===== src/rtl/mmc1_mapper.sv =====
// MMC1-compatible bank controller: serial register load port, PRG/CHR BRAM
// address translation and CIRAM A10 mirroring control.
module mmc1_mapper #(
    parameter int PRG_AW = 18,
    parameter int CHR_AW = 17
) (
    input  logic              clk_sys,
    input  logic              rst,
    input  logic              prg_nce_in,
    input  logic [14:0]       prg_a_in,
    input  logic              prg_r_nw_in,
    input  logic [7:0]        prg_d_in,
    input  logic [13:0]       chr_a_in,
    output logic [PRG_AW-1:0] prg_rom_a,
    output logic [CHR_AW-1:0] chr_rom_a,
    output logic              ciram_nce_out,
    output logic              ciram_a10_out
);

    typedef enum logic [1:0] {
        SEL_CTRL = 2'd0,
        SEL_CHR0 = 2'd1,
        SEL_CHR1 = 2'd2,
        SEL_PRG  = 2'd3
    } reg_sel_e;

    logic [4:0]  shift;
    logic [4:0]  ctrl;
    logic [4:0]  chr0;
    logic [4:0]  chr1;
    logic [4:0]  prg;
    logic        wr;
    logic        wr_q;
    logic        accept;
    logic [4:0]  shift_next;
    reg_sel_e    sel;
    logic [3:0]  prg_bank;
    logic [17:0] prg_full;
    logic [4:0]  chr_bank;
    logic [16:0] chr_full;
    logic        unused_bits;

    assign wr         = ~prg_nce_in & ~prg_r_nw_in;
    assign accept     = wr & ~wr_q;
    assign shift_next = {prg_d_in[0], shift[4:1]};
    assign sel        = reg_sel_e'(prg_a_in[14:13]);

    // The marker bit reaching shift[0] means this write supplies the fifth bit.
    always_ff @(posedge clk_sys) begin
        if (!rst) begin
            shift <= 5'b10000;
            ctrl  <= 5'b01100;
            chr0  <= '0;
            chr1  <= '0;
            prg   <= '0;
            wr_q  <= 1'b0;
        end else begin
            wr_q <= wr;
            if (accept) begin
                if (prg_d_in[7]) begin
                    shift     <= 5'b10000;
                    ctrl[3:2] <= 2'b11;
                end else if (!shift[0]) begin
                    shift <= shift_next;
                end else begin
                    shift <= 5'b10000;
                    case (sel)
                        SEL_CTRL: ctrl <= shift_next;
                        SEL_CHR0: chr0 <= shift_next;
                        SEL_CHR1: chr1 <= shift_next;
                        SEL_PRG:  prg  <= shift_next;
                        default:  ;
                    endcase
                end
            end
        end
    end

    always_comb begin
        prg_bank = prg[3:0];
        case (ctrl[3:2])
            2'd0, 2'd1: prg_bank = {prg[3:1], prg_a_in[14]};
            2'd2:       prg_bank = prg_a_in[14] ? prg[3:0] : '0;
            default:    prg_bank = prg_a_in[14] ? '1 : prg[3:0];
        endcase
        prg_full = {prg_bank, prg_a_in[13:0]};
    end

    // 8K mode folds A12 into the bank LSB so both modes share one 4 KB layout.
    always_comb begin
        if (ctrl[4]) begin
            chr_bank = chr_a_in[12] ? chr1 : chr0;
        end else begin
            chr_bank = {chr0[4:1], chr_a_in[12]};
        end
        chr_full = {chr_bank, chr_a_in[11:0]};
    end

    always_comb begin
        ciram_a10_out = 1'b0;
        case (ctrl[1:0])
            2'd0:    ciram_a10_out = 1'b0;
            2'd1:    ciram_a10_out = 1'b1;
            2'd2:    ciram_a10_out = chr_a_in[10];
            default: ciram_a10_out = chr_a_in[11];
        endcase
    end

    assign prg_rom_a     = prg_full[PRG_AW-1:0];
    assign chr_rom_a     = chr_full[CHR_AW-1:0];
    assign ciram_nce_out = ~chr_a_in[13];
    assign unused_bits   = ^{prg[4], prg_d_in[6:1]};

endmodule


===== config.mk =====
export PLATFORM = sky130hd
export DESIGN_NAME = mmc1_mapper
export DESIGN_NICKNAME = d
export VERILOG_FILES = /design/src/rtl/mmc1_mapper.sv
export SDC_FILE = /design/constraint.sdc
export NUM_CORES = 1
export LEC_CHECK = 0
export CAP_MARGIN = 0
export CORE_ASPECT_RATIO = 1.5
export CORE_MARGIN = 8
export CORE_UTILIZATION = 38
export CTS_CLUSTER_SIZE = 30
export DETAILED_ROUTE_END_ITERATION = 8
export GPL_ROUTABILITY_DRIVEN = 0
export PLACE_DENSITY = 0.8
export SLEW_MARGIN = 20
export SYNTH_ARGS = -nofsm -noshare
export SYNTH_HDL_FRONTEND = slang
export SYNTH_SLANG_ARGS = --single-unit
export TNS_END_PERCENT = 30

===== constraint.sdc =====
create_clock -name clk_sys -period 2 [get_ports clk_sys]
set_input_delay 0.4 -clock clk_sys [delete_from_list [all_inputs] [get_ports clk_sys]]
set_output_delay 0.4 -clock clk_sys [all_outputs]
set_load 0.02 [all_outputs]

==> results of run 1 <==
-- layout make-up --
| cell class | instances | share of cell area (%) |
|---|---|---|
| clock buffers | 3 | 2.674 |
| clock inverters | 1 | 0.4862 |
| inverters | 4 | 0.9724 |
| multi-input cells | 93 | 40.11 |
| flip-flops and latches | 25 | 32.41 |
| well taps | 42 | 3.404 |
| repair buffers | 35 | 19.94 |
-- synth_stat cells --
cell type / number / share of area, %
clkbuf_2: 2 / 0.74
a31oi_1: 1 / 0.46
or3_1: 1 / 0.46
nor3_2: 1 / 0.74
nand4b_2: 2 / 2.2
nand2_1: 27 / 7.5
o21ai_0: 2 / 0.74
a21oi_1: 10 / 3.7
and4_1: 1 / 0.65
a21boi_0: 4 / 2.2
dfxtp_1: 25 / 37
mux2_2: 4 / 3.3
nor4b_4: 1 / 1.8
nor4_1: 1 / 0.46
nand2b_1: 2 / 0.93
mux2i_1: 17 / 13
a32oi_1: 2 / 1.3
nor2b_1: 3 / 1.4
buf_4: 27 / 15
nor2_1: 8 / 2.2
nand3_1: 4 / 1.5
inv_1: 4 / 1.1
clkbuf_1: 3 / 0.83
nor3b_1: 2 / 1.1
-- final timing paths --
kind	end	slack, ns	cells past startpoint
setup / recovery	prg_rom_a[14]	0.04	5
hold / removal	chr1[2]$_SDFFE_PN0P_	0.47	2
setup reg to reg	ctrl[0]$_SDFFE_PN0P_	0.59	4
hold reg to reg	chr1[2]$_SDFFE_PN0P_	0.47	2
-- routing by layer --
layer / up-vias / track usage [%] / wire length [um]
met5: - / 0 / 0
met4: 0 / 6.972 / 77
met3: 9 / 2.384 / 160
met2: 23 / 17.88 / 1362
met1: 478 / 8.498 / 1058
li1: 509 / - / -
-- metrics by stage --
step	TNS, ns	utilization [%]	cell area [um^2]	total power (W)	setup WS (ns)
floorplan	0	-	1351	0.0006310	0.4708
global placement	-2.537	43.85	1498	0.0006211	-0.3168
detailed placement	-2.766	43.85	1498	0.0006222	-0.3435
CTS	0	45.42	1551	0.0009204	0.001313
global route	0	45.20	1544	0.0009474	0.004666
finish	0	45.20	1544	0.0009137	0.03862
-- kinds of logic after synthesis --
logic type / Yosys count / synth area share, %
compound gates: 19 / 8.427
flops: 25 / 37.04
buf+inv: 36 / 17.68
simple gates: 53 / 20.93
mux: 21 / 15.93
-- cell usage in the layout, fill, tap and decap left out --
cell             count
nand2_4              1
nand2_1             26
nor4b_4              1
a21boi_0             4
nand3_1              4
buf_4               10
nand2b_1             2
mux2i_1             17
or3_1                1
nand4b_2             2
a31oi_1              1
nor3_2               1
inv_1                4
dlygate4sd2_1        3
clkinvlp_4           1
a32oi_1              2
clkdlybuf4s50_1     14
nor2b_1              3
nor2_1               8
buf_2                2
clkbuf_2             2
nor3b_1              2
nor4_1               1
dlymetal6s2s_1       1
and4_1               1
clkbuf_8             3
clkdlybuf4s15_2      3
mux2_2               4
dfxtp_1             25
a21oi_1             10
o21ai_0              2
-- sequential cells by signal (all words and copies together) (netlist names) --
name,cells
chr0,5
chr1,5
ctrl,5
prg,4
shift,5
wr_q,1
-- power groups by stage --
stage	registers (W)	clock network, W	logic (W)
2_1_floorplan	0.000513	0	0.000118
3_3_place_gp	0.000514	0	0.000108
3_5_place_dp	0.000514	0	0.000109
4_1_cts	0.000502	0.000312	0.000106
5_1_grt	0.000503	0.000333	0.000111
6_report	0.000502	0.000308	0.000104
-- worst reg2reg max path: stages (launching register included) --
cell	delay, ns
dfxtp_1	0.41
nor2b_1	0.33
nor4b_4	0.25
buf_4	0.18
mux2i_1	0.17
-- repair_timing --
item / 4_1_cts / 5_1_grt
setup buffers: 1 / 0
setup endpoints to repair: 10 / 7
resized for setup: 23 / 6
pin swaps: 1 / 0
==> results_dict.tcl, run 1 <==
set metrics [dict create \
    arrival_ns 1.56 \
    dr.pass1.iters 2 \
    wirelength_um 2658 \
    cp_cell_sequence "clkdlybuf4s50_1 -> buf_4 -> a21oi_1 -> nor2_1 -> dlygate4sd2_1" \
    path_max_fanout 4 \
    slowest_stage "clkdlybuf4s50_1" \
    slew-limit-headroom_pct 76.97 \
    wl_per_cell_um 13.09 \
    cts_buffers 3 \
    cp.required_ns 1.60 \
    switching_share_pct 24.29 \
    ctsHoldBuffers 0 \
    instances_no_fill 203 \
    hold_slack_ns 0.4671 \
    fill_cells 343 \
    dp_cells 198 \
    yosysWarnings 0 \
    worstMarginPinSlew_ns 0.3435 \
    yosysSeqAreaShare_pct 37.04 \
    start_util_pct 39.56 \
    max_stage_delay_ns 0.53 \
    syn_area_um2 1351 \
    clock_skew_ns 0.002054 \
    ant_nets 0 \
    rsz0062_at_grt "false" \
    htreeDepth 1 \
    fin_crit_ns 1.961 \
    grt_max_degree 24 \
    grt_pass1_wl_um 4409 \
    row_count 26 \
    netlist_instances 154 \
    core_area_um2 3416 \
    clkSlewWorstSetupHoldPaths_ns 0.09 \
    root_buffer "clkbuf_8" \
    multiInputGateArea_um2 619.3 \
    hold_viol_final 0 \
    numPortBuffers 25 \
    synth_cell_types 24 \
    p_int_w 0.0006918 \
    ioPinCount 78 \
    crit_path_end_kind "primary output" \
    fmax_ghz 0.5098 \
    ff_latch_area_um2 500.5 \
    status "complete, no violations" \
    drive_above_1_share_pct 18.63 \
    clockPowerShare_pct 33.7 \
    cts_sinks 25 \
    p_comb_share_pct 11.4 \
    ys_ff_latch 25 \
    fin_crit_sh_pct 98.07 \
    cp_top_family "buffers and inverters" \
    p_leak_nw 0.6855 \
    grt-ovfl-total 0 \
    cp-startpoint "prg_a_in[14]" \
    ir_worst_vdd_mv 0.3143 \
    r2r_start "shift[0]$_SDFFE_PN0N_" \
    path_buf_inv 3 \
    avgSynthCellArea_um2 8.775 \
    syn2layout_area_growth_pct 14.26 \
    power.density_nw_per_um2 591.8 \
    viasPerCell 5.020 \
    setup_viol 0 \
    synth_fp_nets 195 \
    p_switching_w 0.0002219 \
    die_area_um2 5760 \
    drc 0 \
    diodes 0 \
    cp-start-kind "input pin" \
    insertion_delay_ns 0.27 \
    grt_use_total_pct 9.481 \
    drt-initial-drc-count 20 \
    dp_hpwl_um 2029 \
    die_w_um 64.69 \
    dr_total_vias 1019 \
    seqPwrFrac_pct 55.0 \
    antenna_found_initial 0 \
    max_cap_viol_count 0 \
    drv_slew 0 \
    hold_path_class "reg -> reg" \
    die_y_um 89.04 \
    cts_max_path_buffers 2 \
    grt_pass1_vias 1036 \
    hold_path.startpoint "chr1[2]$_SDFFE_PN0P_" \
    nets 203 \
    cts_tree "built" \
    path_class "in -> out" \
]
Note: power is estimated with default switching activity, not from simulation.
==> run 2, diff against run 1 <==
--- a/config.mk
+++ b/config.mk
@@ -5,7 +5,7 @@
 export SDC_FILE = /design/constraint.sdc
 export NUM_CORES = 1
 export LEC_CHECK = 0
-export CAP_MARGIN = 0
+export CAP_MARGIN = 40
 export CORE_ASPECT_RATIO = 1.5
 export CORE_MARGIN = 8
 export CORE_UTILIZATION = 38
==> results of run 2 <==
Final layout, timing and power as in run 1 (identical DEF).
==> run 3, diff against run 2 <==
--- a/config.mk
+++ b/config.mk
@@ -13,7 +13,8 @@
 export DETAILED_ROUTE_END_ITERATION = 8
 export GPL_ROUTABILITY_DRIVEN = 0
 export PLACE_DENSITY = 0.8
-export SLEW_MARGIN = 20
+export SETUP_SLACK_MARGIN = 0.4
+export SLEW_MARGIN = 0
 export SYNTH_ARGS = -nofsm -noshare
 export SYNTH_HDL_FRONTEND = slang
 export SYNTH_SLANG_ARGS = --single-unit
==> results_dict.tcl, run 3 (same netlist as run 1, synthesis figures left out) <==
set metrics [dict create \
    start_util_pct 39.56 \
    p_leak_nw 0.7256 \
    drv_slew 0 \
    htreeDepth 1 \
    die_area_um2 5760 \
    status "complete, no violations" \
    dp_hpwl_um 2029 \
    grt-ovfl-total 0 \
    hold_path_class "in -> reg" \
    hold_viol_final 0 \
    power.density_nw_per_um2 575.8 \
    die_w_um 64.69 \
    cp-start-kind "input pin" \
    cts_tree "built" \
    drive_above_1_share_pct 24.38 \
    ant_nets 0 \
    multiInputGateArea_um2 661.9 \
    wirelength_um 2744 \
    r2r_end "ctrl[0]$_SDFFE_PN0P_" \
    dr_total_vias 1032 \
    setup_ws_ns 0.3639 \
    endpoint "ciram_a10_out" \
    reg2regPathDepth 4 \
    insertion_delay_ns 0.27 \
    core_area_um2 3416 \
    grt_max_degree 24 \
    root_buffer "clkbuf_8" \
    cts_post_setup_buffers_inserted 0 \
    slew-limit-headroom_pct 77.22 \
    clock_skew_ns 0.002564 \
    wl_per_cell_um 13.58 \
    instances_no_fill 202 \
    rrSetupSlack_ns 0.68 \
    cts_sinks 25 \
    nets 202 \
    mostFrequentLayoutCell "nand2_1" \
    ioPinCount 78 \
    cts_max_path_buffers 2 \
    cp-startpoint "chr_a_in[10]" \
    setup_viol 0 \
    rsz0062_at_grt "true" \
    dp_slack_ns -0.3435 \
    layout_common_cells "nand2_1 (26), dfxtp_1 (23), mux2i_1 (17)" \
    grt_pass1_vias 1036 \
    die_y_um 89.04 \
    row_count 26 \
    hold_slack_ns 0.3689 \
    ctsHoldBuffers 0 \
    grt_use_total_pct 9.481 \
    cts_buffers 3 \
    viasPerCell 5.109 \
    numPortBuffers 25 \
    r2r_start "shift[0]$_SDFFE_PN0N_" \
    path_class "in -> out" \
    ir_worst_vdd_mv 0.3137 \
    antenna_found_initial 0 \
    grt_pass1_wl_um 4402 \
    crit_path_end_kind "primary output" \
    max_cap_viol_count 0 \
    fin_crit_ns 1.636 \
    diodes 0 \
    cp.required_ns 1.60 \
    utilization_pct 46.37 \
    arrival_ns 1.24 \
    ff_latch_area_um2 505.5 \
    fill_cells 336 \
    path_max_fanout 2 \
    clkSlewWorstSetupHoldPaths_ns 0.09 \
    dr.pass1.iters 4 \
    syn2layout_area_growth_pct 17.22 \
    drt-initial-drc-count 12 \
    drc 0 \
    fmax_ghz 0.6112 \
    worstMarginPinSlew_ns 0.3398 \
    dp_cells 198 \
    fin_crit_sh_pct 81.81 \
]
-- run 3: cell count changes in the layout (fill, tap and decap cells not counted), moves of 4 or more --
cell             previous run  this run
clkdlybuf4s50_1            14         6
buf_6                       0         4
mux2_2                      4         0
mux2_4                      0         4
-- run 3: per-layer routing --
| layer | vias up | routed length (um) | track usage, % |
|---|---|---|---|
| met3 | 9 | 173 | 2.384 |
| met2 | 31 | 1365 | 17.88 |
| met4 | 0 | 81 | 6.972 |
| met1 | 488 | 1124 | 8.498 |
| li1 | 504 | - | - |
| met5 | - | 0 | 0 |
-- run 3: worst max-delay path, cell delays in order --
cell and delay (ns):
clkdlybuf4s50_1 0.47, a21oi_1 0.06, a31oi_1 0.14, buf_4 0.16
-- run 3: worst min-delay path by stage --
stage,startpoint,endpoint,slack (ns),cells past startpoint
3_3_place_gp,chr0[4]$_SDFFE_PN0P_,chr0[4]$_SDFFE_PN0P_,0.45,2
5_1_grt,prg_r_nw_in,wr_q$_SDFF_PN0_,0.37,2
2_1_floorplan,chr0[1]$_SDFFE_PN0P_,chr0[1]$_SDFFE_PN0P_,0.44,2
3_5_place_dp,chr1[3]$_SDFFE_PN0P_,chr1[3]$_SDFFE_PN0P_,0.46,2
6_report,prg_nce_in,wr_q$_SDFF_PN0_,0.37,2
4_1_cts,chr1[0]$_SDFFE_PN0P_,chr1[0]$_SDFFE_PN0P_,0.48,2
-- run 3: cell type report --
| class | count | area share [%] |
|---|---|---|
| Multi-Input combinational cell | 93 | 41.79 |
| Sequential cell | 25 | 31.91 |
| Timing Repair Buffer | 34 | 18.96 |
| Tap cell | 42 | 3.318 |
| Clock buffer | 3 | 2.607 |
| Inverter | 4 | 0.9479 |
| Clock inverter | 1 | 0.4739 |
-- run 3: timing repair --
action	CTS	global route
gates resized for setup	59	16
pin swaps	1	1
endpoints found under the setup margin	19	33
-- run 3: through the flow --
stage / area, um^2 / TNS [ns] / power (W)
3_5_place_dp: 1498 / -2.766 / 0.0006222
5_1_grt: 1584 / 0 / 0.0009459
2_1_floorplan: 1351 / 0 / 0.0006310
4_1_cts: 1555 / 0 / 0.0009157
3_3_place_gp: 1498 / -2.537 / 0.0006211
6_report: 1584 / 0 / 0.0009122
-- run 3: power breakdown --
| group | switching [W] | internal [W] | total, W | leakage (nW) |
|---|---|---|---|---|
| registers | 0.00000251 | 0.000498 | 0.000501 | 0.202 |
| logic | 0.0000548 | 0.0000482 | 0.000103 | 0.502 |
| clock network | 0.000167 | 0.000141 | 0.000308 | 0.0217 |
| total | 0.000224 | 0.000688 | 0.000912 | 0.726 |
